===== src/rtl/uart_pkg.sv =====
// Shared types and constants for the UART boot path.
// Holds the RX/TX state enums, frame width and the loader end marker.
package uart_pkg;

    localparam int          DATA_BITS  = 8;
    localparam logic [31:0] END_MARKER = 32'hFFFF_FFFF;

    typedef enum logic [1:0] {
        RX_IDLE,
        RX_START,
        RX_DATA,
        RX_STOP
    } rx_state_t;

    typedef enum logic [1:0] {
        TX_IDLE,
        TX_START,
        TX_DATA,
        TX_STOP
    } tx_state_t;

endpackage


===== src/rtl/uart_if.sv =====
// Byte stream bundle between UART blocks.
// Ports: valid (1-cycle strobe), data[7:0]; master drives, slave reads.
interface uart_if;
    import uart_pkg::*;

    logic                 valid;
    logic [DATA_BITS-1:0] data;

    modport master (output valid, output data);
    modport slave  (input  valid, input  data);

endinterface


===== src/rtl/uart_rx.sv =====
// UART 8N1 receiver: 2-flop synchroniser, start-glitch filter, centre sampling.
// Ports: clk, rstn, i_rxd (serial in), m_rx (byte strobe out).
module uart_rx
    import uart_pkg::*;
#(
    parameter int CLK_PER_HALF_BIT = 434
) (
    input  logic clk,
    input  logic rstn,
    input  logic i_rxd,
    uart_if.master m_rx
);

    localparam int CW = $clog2(2 * CLK_PER_HALF_BIT);
    localparam logic [CW-1:0] HALF_M1 = CW'(CLK_PER_HALF_BIT - 1);
    localparam logic [CW-1:0] FULL_M1 = CW'(2 * CLK_PER_HALF_BIT - 1);
    localparam logic [2:0] LAST_BIT = 3'(DATA_BITS - 1);

    logic                 r_sync1;
    logic                 r_sync2;
    logic                 r_prev;
    rx_state_t            r_state;
    rx_state_t            w_state;
    logic [CW-1:0]        r_cnt;
    logic [CW-1:0]        w_cnt;
    logic [2:0]           r_bit;
    logic [2:0]           w_bit;
    logic [DATA_BITS-1:0] r_shift;
    logic [DATA_BITS-1:0] w_shift;
    logic                 r_valid;
    logic                 w_valid;

    always_ff @(posedge clk or negedge rstn) begin
        if (!rstn) begin
            r_sync1 <= 1'b1;
            r_sync2 <= 1'b1;
            r_prev  <= 1'b1;
            r_state <= RX_IDLE;
            r_cnt   <= '0;
            r_bit   <= '0;
            r_shift <= '0;
            r_valid <= 1'b0;
        end else begin
            r_sync1 <= i_rxd;
            r_sync2 <= r_sync1;
            r_prev  <= r_sync2;
            r_state <= w_state;
            r_cnt   <= w_cnt;
            r_bit   <= w_bit;
            r_shift <= w_shift;
            r_valid <= w_valid;
        end
    end

    always_comb begin
        w_state = r_state;
        w_cnt   = r_cnt + 1'b1;
        w_bit   = r_bit;
        w_shift = r_shift;
        w_valid = 1'b0;
        unique case (r_state)
            RX_IDLE: begin
                w_cnt = '0;
                if (r_prev && !r_sync2)
                    w_state = RX_START;
            end
            RX_START: begin
                // Line back high at the start-bit centre means a glitch.
                if (r_cnt == HALF_M1) begin
                    w_cnt   = '0;
                    w_bit   = '0;
                    w_state = r_sync2 ? RX_IDLE : RX_DATA;
                end
            end
            RX_DATA: begin
                if (r_cnt == FULL_M1) begin
                    w_cnt   = '0;
                    w_shift = {r_sync2, r_shift[DATA_BITS-1:1]};
                    w_bit   = r_bit + 1'b1;
                    if (r_bit == LAST_BIT)
                        w_state = RX_STOP;
                end
            end
            RX_STOP: begin
                // A low stop bit is a framing error: drop the byte.
                if (r_cnt == FULL_M1) begin
                    w_cnt   = '0;
                    w_valid = r_sync2;
                    w_state = RX_IDLE;
                end
            end
            default: w_state = RX_IDLE;
        endcase
    end

    assign m_rx.valid = r_valid;
    assign m_rx.data  = r_shift;

endmodule


===== src/rtl/uart_tx.sv =====
// UART 8N1 transmitter with registered line output.
// Ports: clk, rstn, s_tx (byte in, taken when idle), o_txd, o_tx_busy.
module uart_tx
    import uart_pkg::*;
#(
    parameter int CLK_PER_HALF_BIT = 434
) (
    input  logic clk,
    input  logic rstn,
    uart_if.slave s_tx,
    output logic o_txd,
    output logic o_tx_busy
);

    localparam int CW = $clog2(2 * CLK_PER_HALF_BIT);
    localparam logic [CW-1:0] FULL_M1 = CW'(2 * CLK_PER_HALF_BIT - 1);
    localparam logic [2:0] LAST_BIT = 3'(DATA_BITS - 1);

    tx_state_t            r_state;
    tx_state_t            w_state;
    logic [CW-1:0]        r_cnt;
    logic [CW-1:0]        w_cnt;
    logic [2:0]           r_bit;
    logic [2:0]           w_bit;
    logic [DATA_BITS-1:0] r_shift;
    logic [DATA_BITS-1:0] w_shift;
    logic                 r_txd;
    logic                 w_txd;

    always_ff @(posedge clk or negedge rstn) begin
        if (!rstn) begin
            r_state <= TX_IDLE;
            r_cnt   <= '0;
            r_bit   <= '0;
            r_shift <= '0;
            r_txd   <= 1'b1;
        end else begin
            r_state <= w_state;
            r_cnt   <= w_cnt;
            r_bit   <= w_bit;
            r_shift <= w_shift;
            r_txd   <= w_txd;
        end
    end

    always_comb begin
        w_state = r_state;
        w_cnt   = r_cnt + 1'b1;
        w_bit   = r_bit;
        w_shift = r_shift;
        w_txd   = r_txd;
        unique case (r_state)
            TX_IDLE: begin
                w_cnt = '0;
                w_txd = 1'b1;
                if (s_tx.valid) begin
                    w_shift = s_tx.data;
                    w_txd   = 1'b0;
                    w_state = TX_START;
                end
            end
            TX_START: begin
                if (r_cnt == FULL_M1) begin
                    w_cnt   = '0;
                    w_bit   = '0;
                    w_txd   = r_shift[0];
                    w_shift = r_shift >> 1;
                    w_state = TX_DATA;
                end
            end
            TX_DATA: begin
                if (r_cnt == FULL_M1) begin
                    w_cnt = '0;
                    w_bit = r_bit + 1'b1;
                    if (r_bit == LAST_BIT) begin
                        w_txd   = 1'b1;
                        w_state = TX_STOP;
                    end else begin
                        w_txd   = r_shift[0];
                        w_shift = r_shift >> 1;
                    end
                end
            end
            TX_STOP: begin
                if (r_cnt == FULL_M1) begin
                    w_cnt   = '0;
                    w_state = TX_IDLE;
                end
            end
            default: w_state = TX_IDLE;
        endcase
    end

    assign o_txd     = r_txd;
    assign o_tx_busy = (r_state != TX_IDLE);

endmodule


===== src/rtl/uart_boot_top.sv =====
// Serial boot top: UART RX, byte echo on TX, big-endian word loader into imem.
// Ports: rxd (serial in), txd (echo out), clk (100 MHz), rstn (async, low).
module uart_boot_top
    import uart_pkg::*;
#(
    parameter int CLK_PER_HALF_BIT = 434,
    parameter int IMEM_DEPTH       = 1024
) (
    input  logic rxd,
    output logic txd,
    input  logic clk,
    input  logic rstn
);

    localparam int WW = $clog2(IMEM_DEPTH + 1);
    localparam int AW = $clog2(IMEM_DEPTH);
    localparam logic [WW-1:0] LAST_ADDR = WW'(IMEM_DEPTH - 1);

    uart_if w_rx ();
    uart_if w_tx ();

    logic w_tx_busy;

    uart_rx #(
        .CLK_PER_HALF_BIT(CLK_PER_HALF_BIT)
    ) u_rx (
        .clk  (clk),
        .rstn (rstn),
        .i_rxd(rxd),
        .m_rx (w_rx.master)
    );

    uart_tx #(
        .CLK_PER_HALF_BIT(CLK_PER_HALF_BIT)
    ) u_tx (
        .clk      (clk),
        .rstn     (rstn),
        .s_tx     (w_tx.slave),
        .o_txd    (txd),
        .o_tx_busy(w_tx_busy)
    );

    // One-entry echo buffer; a new byte overwrites an unsent one.
    logic                 r_buf_full;
    logic [DATA_BITS-1:0] r_buf_data;

    assign w_tx.valid = r_buf_full & ~w_tx_busy;
    assign w_tx.data  = r_buf_data;

    always_ff @(posedge clk or negedge rstn) begin
        if (!rstn) begin
            r_buf_full <= 1'b0;
            r_buf_data <= '0;
        end else if (w_rx.valid) begin
            r_buf_full <= 1'b1;
            r_buf_data <= w_rx.data;
        end else if (w_tx.valid) begin
            r_buf_full <= 1'b0;
        end
    end

    logic [1:0]    r_bcnt;
    logic [23:0]   r_word;
    logic [WW-1:0] waddr;
    logic          load_done;
    logic [31:0]   imem [IMEM_DEPTH];

    logic [31:0]   w_word;
    logic          w_take;
    logic          w_last;
    logic          w_we;

    assign w_word = {r_word, w_rx.data};
    assign w_take = w_rx.valid & ~load_done;
    assign w_last = w_take & (r_bcnt == 2'd3);
    assign w_we   = w_last & (w_word != END_MARKER);

    always_ff @(posedge clk or negedge rstn) begin
        if (!rstn) begin
            r_bcnt    <= '0;
            r_word    <= '0;
            waddr     <= '0;
            load_done <= 1'b0;
        end else if (w_take) begin
            r_bcnt <= r_bcnt + 1'b1;
            r_word <= w_word[23:0];
            if (w_we) begin
                waddr <= waddr + 1'b1;
                if (waddr == LAST_ADDR)
                    load_done <= 1'b1;
            end else if (w_last) begin
                load_done <= 1'b1;
            end
        end
    end

    // No reset on the array so it maps onto block RAM.
    always_ff @(posedge clk) begin
        if (w_we)
            imem[waddr[AW-1:0]] <= w_word;
    end

endmodule


===== config.mk =====
export PLATFORM = sky130hd
export DESIGN_NAME = uart_boot_top
export DESIGN_NICKNAME = d
export VERILOG_FILES = /design/src/rtl/uart_pkg.sv /design/src/rtl/uart_if.sv /design/src/rtl/uart_rx.sv /design/src/rtl/uart_tx.sv /design/src/rtl/uart_boot_top.sv
export SDC_FILE = /design/constraint.sdc
export NUM_CORES = 1
export LEC_CHECK = 0
export BUFFER_PORTS_ARGS = -buffer_cell sky130_fd_sc_hd__buf_2
export CAP_MARGIN = 20
export CORE_MARGIN = 1
export CORE_UTILIZATION = 55
export CTS_CLUSTER_DIAMETER = 80
export DETAILED_ROUTE_END_ITERATION = 12
export HOLD_SLACK_MARGIN = 0.03
export PLACE_DENSITY = 0.81
export SYNTH_ARGS = -nofsm -noshare
export SYNTH_HDL_FRONTEND = slang
export SYNTH_SLANG_ARGS = --single-unit

===== constraint.sdc =====
create_clock -name clk -period 2.9 [get_ports clk]
set_clock_uncertainty 0.15 [all_clocks]
set_input_delay 0.29 -clock clk [delete_from_list [all_inputs] [get_ports clk]]
set_output_delay 0.29 -clock clk [all_outputs]
set_load 0.02 [all_outputs]

==> metrics.md <==
| Metric | Value |
|---|---|
| Commonest non-fill, non-tap cell in the layout | `dfrtp_1` |
| Most frequent cells in the layout | `dfrtp_1 (56), nor2_1 (28), mux2_2 (27)` |
| CP delay by family, top | `simple AND/OR/NAND/NOR gates` |
| Layout area overhead | `8.70%` |
| Final Critical Period | `~2100 ps` |
| Min-Delay Path Class | `reg2reg` |
| Clock transition at the registers of the reported paths | `60 ps` |
| Dpl hpwl | `between 2000 and 3000 microns` |
| Starting DRT DRC Count | `51` |
| Largest family of logic cells by synthesized area | `multiplexers` |
| Core Region | `5110 sq um` |
| Clk buf depth | `2` |
| Max stage delay on crit path | `around 640 ps` |
| Post-CTS Resized | `0` |
| Critical Path Fanout Max | `8` |
| Gr usage total | `17.9%` |
| Placed insts | `306` |
| Post-route ant nets | `0` |
| Insertion delay to the later sink of the worst-skew pair | `about 330 ps` |
| Leak | `1.55 nW` |
| Area leader, netlist | `dfrtp_1` |
| Origin of the critical flop-to-flop path | `u_rx.r_state[0]` |
| I/O pin cnt | `4` |
| Syn Area/Cell | `12.2 sq um` |
| Max-slew headroom | `51.9%` |
| Synthesized flop and latch total | `60` |
| Via Count | `1741` |
| Maximum clock frequency | `469 MHz` |
| Post-synthesis simple-gate area fraction | `12.7%` |
| Critical Path End Type | `register` |
| Pre-antenna DRT Iters | `4` |
| Critical path class | `reg2reg` |
| Final WL | `4290 microns` |
| Crit path top cell by count | `inv_1` |
| Largest net degree at the start of global routing | `61` |
| Gpl congestion | `0.816` |
| Avg WL per Cell | `13.2 microns` |
| RSZ-0062 raised after global routing | `no` |
| Setup Viol. Count Final | `0` |
| Crit path required time | `2960 ps` |
| Vias in the first global route | `1646` |
| Die width | `~75 microns` |
| Power per cell area | `580 nW/um^2` |
| Fillers | `between 400 and 500` |
| Site Rows | `26` |
| Max-cap violations | `0` |
| CP Data Arrival Time | `2200 ps` |
| Post-synthesis xor/xnor area fraction | `4.78%` |
| Max IR drop VDD | `between 400 and 500 uV` |
| Final Cycle Share | `73.5%` |
| CP Buf/Inv Count | `2` |
| Least-Margin Pin Slew | `722 ps` |
| Seq/Total Area, Yosys | `51.4%` |
| Die Span Y | `75.0 microns` |
| Synth Flop Type | `dfrtp_1` |
| Mux cell area share after synthesis | `15.8%` |
| Fraction of the mapped netlist area in adder cells | `6.83%` |
| CTS H-tree lvls | `3` |
| Ys Warns | `0` |
| Synth Instances | `241` |
| CTS tree | `yes` |
| CP max-delay cell | `or4_4` |
| Antenna fix cells | `0` |
| CTS Buf Count | `9` |
| CP startpoint kind | `register` |
| Pins Over Slew Limit | `0` |
| First-pass GRT wire length | `roughly 7300 microns` |
| Worst path cell trace | `inv_1, ha_1, inv_1, or4_4, mux2_4` |
| Root Driver | `clkbuf_8` |
| Setup_tns | `0 ps` |
| Util after Layout | `62.4%` |
| Residual DRC count | `0` |
| Synth top area cells | `dfrtp_1 (48%), mux2_2 (10%), ha_1 (6.8%), mux2_4 (4.1%), dfstp_2 (3.6%)` |
| Vias per inst | `~5.4` |
| Endpoints failing hold | `0` |
| Outcome | `completed` |
| Mapped cell area | `2930 sq um` |
| # port buffers | `3` |
| Syn_nets | `260` |
| Die Area | `5630 sq um` |
| Non-filler cells in the finished layout | `324` |
| Post-Place Cell Area | `3000 sq um` |
| Nets@finish | `~270` |
| Async S/R FF share, synth | `100%` |
| CP startpoint | `u_rx.r_state[0]` |
| Sink Count | `60` |
| Post-synth cell types | `41` |
| Post-synth EDFFs | `0` |
| Post-synthesis compound-gate area fraction | `approximately 5.1%` |
| Fin area | `about 3200 sq um` |
| Top-area cell type share of the netlist area | `47.8%` |
| Hold Startpoint | `u_rx.r_sync1` |
| GRT overflow | `0` |
| Starting Density | `57.4%` |
| Initial antenna violation count | `0` |
| Layout cell share with drive strength beyond 1 | `26.4%` |
## registers in the layout, summed over array words and instances, names as in the netlist, 2 cells and up, named ones only
name	count
u_rx.r_cnt	10
u_tx.r_bit	3
u_rx.r_bit	3
u_tx.r_cnt	10
u_tx.r_state	2
u_tx.r_shift	8
r_buf_data	8
u_rx.m_rx.data	8
## worst reg2reg max path: cells and delay by family, from the launching register on
kind	cells	cell delay, ps
mux	1	330
buf+inv	2	240
fa+ha+maj	1	250
simple gates	1	640
flops	1	410
## metrics by stage
stage	power (W)	hold WS (ps)	worst slack (ps)
after detailed placement	0.00124	197	769
after global placement	0.00123	196	830
after global routing	0.00196	209	669
after CTS	0.00188	207	756
after floorplan	0.00116	-156	843
final	0.00185	205	769
## synthesized netlist by cell type, types with 3 or more instances
cell type	instances
and3_1	4
clkbuf_1	6
dfrtp_1	56
dfstp_2	4
ha_1	16
inv_1	15
mux2_2	27
mux2_4	8
mux2i_1	4
nand2_1	8
nand3_1	7
nand4_1	8
nor2_1	28
o21ai_0	3
xnor2_1	6
xor2_1	10
## final cells by class
type	instances	area, sq um	share of cell area [%]
Multi-Input combinational cell	157	1330	41.6
Clock buffer	11	141	4.43
Clock inverter	5	27.5	0.863
Inverter	15	56.3	1.77
Sequential cell	60	1510	47.3
Timing Repair Buffer	6	42.5	1.33
Tap cell	70	87.6	2.75
## logic make-up (layout without fill, tap and decap cells)
| kind of cell | Yosys count | after routing |
|---|---|---|
| xor+xnor | 16 | 16 |
| simple gates | 70 | 70 |
| compound gates | 16 | 16 |
| fa+ha+maj | 16 | 16 |
| mux | 39 | 39 |
| buf+inv | 24 | 37 |
| flops | 60 | 60 |
## final timing paths
kind | end | slack, ps | cells after the start
worst max register to register | u_rx.m_rx.data[0] | 770 | 5
worst min register to register | u_rx.r_sync2 | 210 | 0
worst max-delay path | u_rx.m_rx.data[0] | 770 | 5
worst min-delay path | u_rx.r_sync2 | 210 | 0
max in group asynchronous | u_tx.r_shift[4] | 1640 | 3
min in group asynchronous | u_tx.r_cnt[5] | 470 | 3
## repair_timing
action | in CTS | in global routing
hold buffers | 2 | 0
buffers inserted | 0 | 0
hold endpoints to repair | 57 | 0
## metal layers
layer / vias up / part of all wire, % / GRT usage, %
met2: 28 / 48 / 28.0
met1: 856 / 48 / 22.5
met3: 2 / 4.0 / 8.03
li1: 855 / - / -
met4: 0 / 0.28 / 5.03
met5: - / 0 / 0
## report_power, final
part / switching, W / total, W / internal, W
Sequential: 0.0000349 / 0.000912 / 0.000877
Combinational: 0.000183 / 0.000308 / 0.000125
Clock: 0.000304 / 0.000631 / 0.000327
Total: 0.000522 / 0.00185 / 0.00133
No activity file was read; power rests on OpenSTA's default activity.
